==> config.mk <==
export PLATFORM = sky130hd
export DESIGN_NAME = ro_worker_core
export DESIGN_NICKNAME = d
export VERILOG_FILES = /design/src/rtl/ro_worker_core.sv
export SDC_FILE = /design/constraint.sdc
export NUM_CORES = 1
export LEC_CHECK = 0
export BUFFER_PORTS_ARGS = -buffer_cell sky130_fd_sc_hd__buf_4
export CORE_UTILIZATION = 60
export DETAILED_ROUTE_END_ITERATION = 12
export GPL_TIMING_DRIVEN = 0
export PLACE_DENSITY = 0.76
export SYNTH_ARGS = -nofsm -noshare
export SYNTH_HDL_FRONTEND = slang
export SYNTH_SLANG_ARGS = --single-unit
==> constraint.sdc <==
create_clock -name internal_clock -period 5.5 [get_ports internal_clock]
set_input_delay 0.55 -clock internal_clock [delete_from_list [all_inputs] [get_ports internal_clock]]
set_output_delay 0.55 -clock internal_clock [all_outputs]
set_load 0.01 [all_outputs]
==> src/rtl/ro_worker_core.sv <==
// ro_worker_core: byte-serial loaded counter core with four counting modes; the
// result is read back byte-by-byte on the same asynchronous shift strobe.
module ro_worker_core #(
    parameter int WIDTH       = 16,
    parameter int SYNC_STAGES = 3
) (
    input  logic       internal_clock,
    input  logic       reset,
    input  logic [7:0] din,
    input  logic       shift,
    input  logic       stop,
    input  logic [1:0] mode,
    output logic [7:0] dout,
    output logic       busy,
    output logic       done,
    output logic       overflow,
    output logic       aborted
);
    localparam int NBYTES = WIDTH / 8;
    localparam int BCW = $clog2(2 * NBYTES);
    localparam logic [BCW-1:0] LAST = BCW'(2 * NBYTES - 1);

    typedef enum logic [1:0] {LOAD, RUN, DONE} state_t;

    state_t                 state_q;
    logic [SYNC_STAGES-1:0] shift_sync_q, stop_sync_q;
    logic                   shift_hist_q, stop_hist_q;
    logic [2*WIDTH-1:0]     ops_q, ops_d;
    logic [WIDTH-1:0]       acc_q, cnt_q, opa_d, opb, acc_rot, acc_step;
    logic [BCW-1:0]         byte_cnt_q;
    logic [1:0]             mode_q;
    logic                   overflow_q, aborted_q;
    logic                   shift_rise, stop_rise, down, wrap, hit, halt;

    assign shift_rise = shift_sync_q[SYNC_STAGES-1] & ~shift_hist_q;
    assign stop_rise  = stop_sync_q[SYNC_STAGES-1] & ~stop_hist_q;
    assign ops_d      = (ops_q << 8) | {{(2*WIDTH-8){1'b0}}, din};
    assign opa_d      = ops_d[2*WIDTH-1:WIDTH];
    assign opb        = ops_q[WIDTH-1:0];
    assign acc_rot    = (acc_q << 8) | (acc_q >> (WIDTH - 8));
    assign down       = mode_q == 2'd2;
    assign acc_step   = down ? acc_q - WIDTH'(1) : acc_q + WIDTH'(1);
    assign wrap       = down ? acc_q == '0 : acc_q == '1;
    assign hit        = mode_q != 2'd1 && cnt_q == opb;
    assign halt       = hit || (mode_q[0] && stop_rise);

    assign dout     = acc_q[WIDTH-1 -: 8];
    assign busy     = state_q == RUN;
    assign done     = state_q == DONE;
    assign overflow = overflow_q;
    assign aborted  = aborted_q;

    always_ff @(posedge internal_clock) begin
        if (reset) begin
            state_q      <= LOAD;
            // Chains idle high: a strobe held across reset must fall and rise again to act.
            shift_sync_q <= '1;
            stop_sync_q  <= '1;
            shift_hist_q <= 1'b1;
            stop_hist_q  <= 1'b1;
            ops_q        <= '0;
            acc_q        <= '0;
            cnt_q        <= '0;
            byte_cnt_q   <= '0;
            mode_q       <= '0;
            overflow_q   <= 1'b0;
            aborted_q    <= 1'b0;
        end else begin
            shift_sync_q <= {shift_sync_q[SYNC_STAGES-2:0], shift};
            stop_sync_q  <= {stop_sync_q[SYNC_STAGES-2:0], stop};
            shift_hist_q <= shift_sync_q[SYNC_STAGES-1];
            stop_hist_q  <= stop_sync_q[SYNC_STAGES-1];
            case (state_q)
                RUN: begin
                    cnt_q <= cnt_q + WIDTH'(1);
                    acc_q <= acc_step;
                    if (wrap) overflow_q <= 1'b1;
                    if (halt) begin
                        state_q   <= DONE;
                        aborted_q <= mode_q == 2'd3 && !hit;
                    end
                end
                default: if (shift_rise) begin
                    ops_q <= ops_d;
                    if (byte_cnt_q == LAST) begin
                        acc_q      <= mode == 2'd1 ? opa_d + ops_d[WIDTH-1:0] : opa_d;
                        byte_cnt_q <= '0;
                        cnt_q      <= '0;
                        overflow_q <= 1'b0;
                        aborted_q  <= 1'b0;
                        mode_q     <= mode;
                        state_q    <= RUN;
                    end else begin
                        acc_q      <= acc_rot;
                        byte_cnt_q <= byte_cnt_q + BCW'(1);
                        state_q    <= LOAD;
                    end
                end
            endcase
        end
    end
endmodule

==> metrics.txt <==
site row count 32; FF/Latch Area 1440 um2; pre-CTS WS approximately 2200 ps; Tmin final approximately 3400 ps; critical path capture point type flop; CTS max path bufs 2; Leak Pwr 1.96 nW; RSZ-0062 raised after global routing no; status complete, no violations; WL per Instance 19.1 um; share of Yosys cell area claimed by the top area cell type 29.6%; Crit path required time 5730 ps; Detailed Route WL 15.6 mm; Setup Buffers After CTS 0; largest net degree at the start of global routing 14; Resize count post-CTS 0; CTS clock-pin slew for the worst setup and hold paths about 80 ps; Synth Register Bits around 70; Mapped Cells roughly 680; # nets final 745; fillers 694; Setup TNS 0 ps; met1 Resource Use GR a little over half; Syn Area/Cell 7.19 um2; Pre-antenna DRT Iters 6; Die Ht 92.0 um; hold path start shift; CP max stage cell dfxtp_1; synthesized area 4860 um2; Total GRT Usage 38.6%; number of inserted diodes 0; Syn Nets approximately 700; count leader, synth nand2_1; clock sinks between 70 and 80; area of the multi-input gates ~3100 um2; skew final ~8.4 ps; clock latency on the worst-skew pair 360 ps; largest stage delay on the critical path 480 ps; vias in the first global route 4861; DR iter-0 viols 733; CP cell instances nand2b_1 -> clkbuf_1 -> clkbuf_1 -> xnor2_1 -> ha_1 -> o211a_1 -> o22ai_1 -> or2_2 -> and3_1 -> o31ai_1 -> o211ai_1; initial antenna violation count 0; Worst VDD drop 0.189 mV; # port buffers 25; Top Ports 26; number of enable flip-flop cells after synthesis 0; WS Path Type flop to flop; DRC violations left 0; GRT busiest layer met2; Final HPWL DP roughly 12 mm; proportion of layout cells with a drive suffix above 1 9.21%; number of H-tree levels 3; Max Slew Vio Count 0; area leader, netlist dfxtp_1; PwrDens 196 nW/um2; most frequent cells after synthesis 103 x nand2_1, 81 x a21oi_1, 72 x dfxtp_1, 60 x nor2_1, 45 x clkbuf_1; Via density 6.46; gr ovfl total 0; setup violators final 0; die width slightly above 90 um; met2 usage 60.7%; Setup crit start mode_q[0]$_SDFFE_PP0P_; routability cong. between 0.9 and 1; Max-cap violations 0; CTS Buf Count 9; remaining antenna violation count after routing 0; Async SR Flop Fraction 0%; Synth area leaders dfxtp_1 30%, a21oi_1 8.3%, nand2_1 8.0%, xnor2_1 5.2%, ha_1 4.6%; Crit path top cell by count clkbuf_1; Core Region slightly below 8000 um2; routed vias 5294; clk root buf clkbuf_8; Fin. Hold Viols 0; Synth warnings 0; fin worst setup slack 2130 ps; worst min-delay path class primary input to flop; full die area 8470 um2; area grow syn2layout 11.0%; hold_buf cts 0; CP startpoint kind flop; Netlist cell types 60; total chip power 0.00106 W; final worst path period share around 60%; Worst-Margin Slew 664 ps; CTS tree yes; Initial Util 62.6%; grt met3 use roughly 7.4%; worst r2r src mode_q[0]$_SDFFE_PP0P_; Max FO, Critical Path 10; Rel. slew slack 55.7%; register area share after synthesis 29.6%; first-pass GRT wire length 25.2 mm; FMAX 0.297 GHz; Top FF cell, synth dfxtp_1; CP arrival 3600 ps
layer usage:
metal	up-vias	share of wire, %
met3	55	11
met4	0	3.5
met1	2445	41
met5	-	0
li1	2480	-
met2	314	45
cell type report:
| type | instances | share of cell area (%) |
|---|---|---|
| buffer | 56 | 4.61 |
| clock buffer | 10 | 2.36 |
| clock inverter | 6 | 1.72 |
| inverter | 9 | 0.626 |
| multi-input combinational | 539 | 58.1 |
| sequential | 72 | 26.7 |
| tap | 102 | 2.36 |
| timing repair buffer | 25 | 3.48 |
stage by stage:
step / hold slack, ps / util, % / cell area, um2 / std cells
3_3_place_gp: 390 / 66.7 / 5180 / 803
4_1_cts: 374 / 69.5 / 5400 / 819
2_1_floorplan: 389 / - / 4860 / 676
6_report: 378 / 69.5 / 5400 / 819
5_1_grt: 365 / 69.5 / 5400 / 819
3_5_place_dp: 393 / 66.7 / 5180 / 803
worst max-delay path: cells and delay by family (launching register included):
family | cells | cell delay (ps)
buf+inv | 2 | 750
compound gates | 4 | 820
simple gates | 3 | 660
xor+xnor | 1 | 180
flops | 1 | 480
fa+ha+maj | 1 | 330
report_power, final:
part	switching, W	internal [W]	total, W
clock	0.000217	0.000258	0.000475
sequential	0.00000292	0.000524	0.000527
combinational	0.0000371	0.0000206	0.0000578
total	0.000257	0.000803	0.00106
cell usage in the layout, fill, tap and decap left out, drive strengths merged, types with 3 or more instances in the layout:
cell type / netlist / final
o211ai: 8 / 8
nor2b: 6 / 6
a21o: 10 / 10
nand3b: 4 / 4
ha: 18 / 18
o21ai: 43 / 43
nand4: 11 / 11
and3: 7 / 7
dfxtp: 72 / 72
a311oi: 3 / 3
a21oi: 81 / 81
o32ai: 3 / 3
nor3: 17 / 17
a311o: 3 / 3
o22ai: 5 / 5
a31oi: 7 / 7
xor2: 6 / 6
o221ai: 3 / 3
nor2: 60 / 60
buf: 11 / 36
nand3: 29 / 29
o31ai: 4 / 4
nand2b: 7 / 7
nand2: 103 / 103
or3: 9 / 9
a211oi: 3 / 3
or2: 10 / 10
inv: 9 / 10
xnor2: 29 / 29
mux2i: 4 / 4
nor4: 9 / 9
or4: 3 / 3
a22oi: 5 / 5
clkbuf: 45 / 55
final timing paths:
check | to | depth (start not counted) | slack (ps)
setup / recovery | acc_q[14]$_SDFFE_PP0P_ | 11 | 2130
hold / removal | shift_sync_q[0]$_SDFF_PP1_ | 2 | 380
setup reg to reg | acc_q[14]$_SDFFE_PP0P_ | 11 | 2130
hold reg to reg | shift_sync_q[1]$_SDFF_PP1_ | 1 | 410
cell families after synthesis:
family	synth area share, %
AOI/OAI and AO/OA	24.3
buffers and inverters	5.82
adders and majority gates	5.04
DFF	29.6
xor gates and xnor gates	6.30
and+or+nand+nor	27.6
muxes	1.29
flip-flops by register name, summed over array words and instances (netlist names):
| signal | flops |
|---|---|
| aborted | 1 |
| acc_q | 16 |
| byte_cnt_q | 2 |
| cnt_q | 16 |
| mode_q | 2 |
| ops_q | 24 |
| overflow | 1 |
| shift_hist_q | 1 |
| shift_sync_q | 3 |
| state_q | 2 |
| stop_hist_q | 1 |
| stop_sync_q | 3 |
No activity file was read; power rests on OpenSTA's default activity.
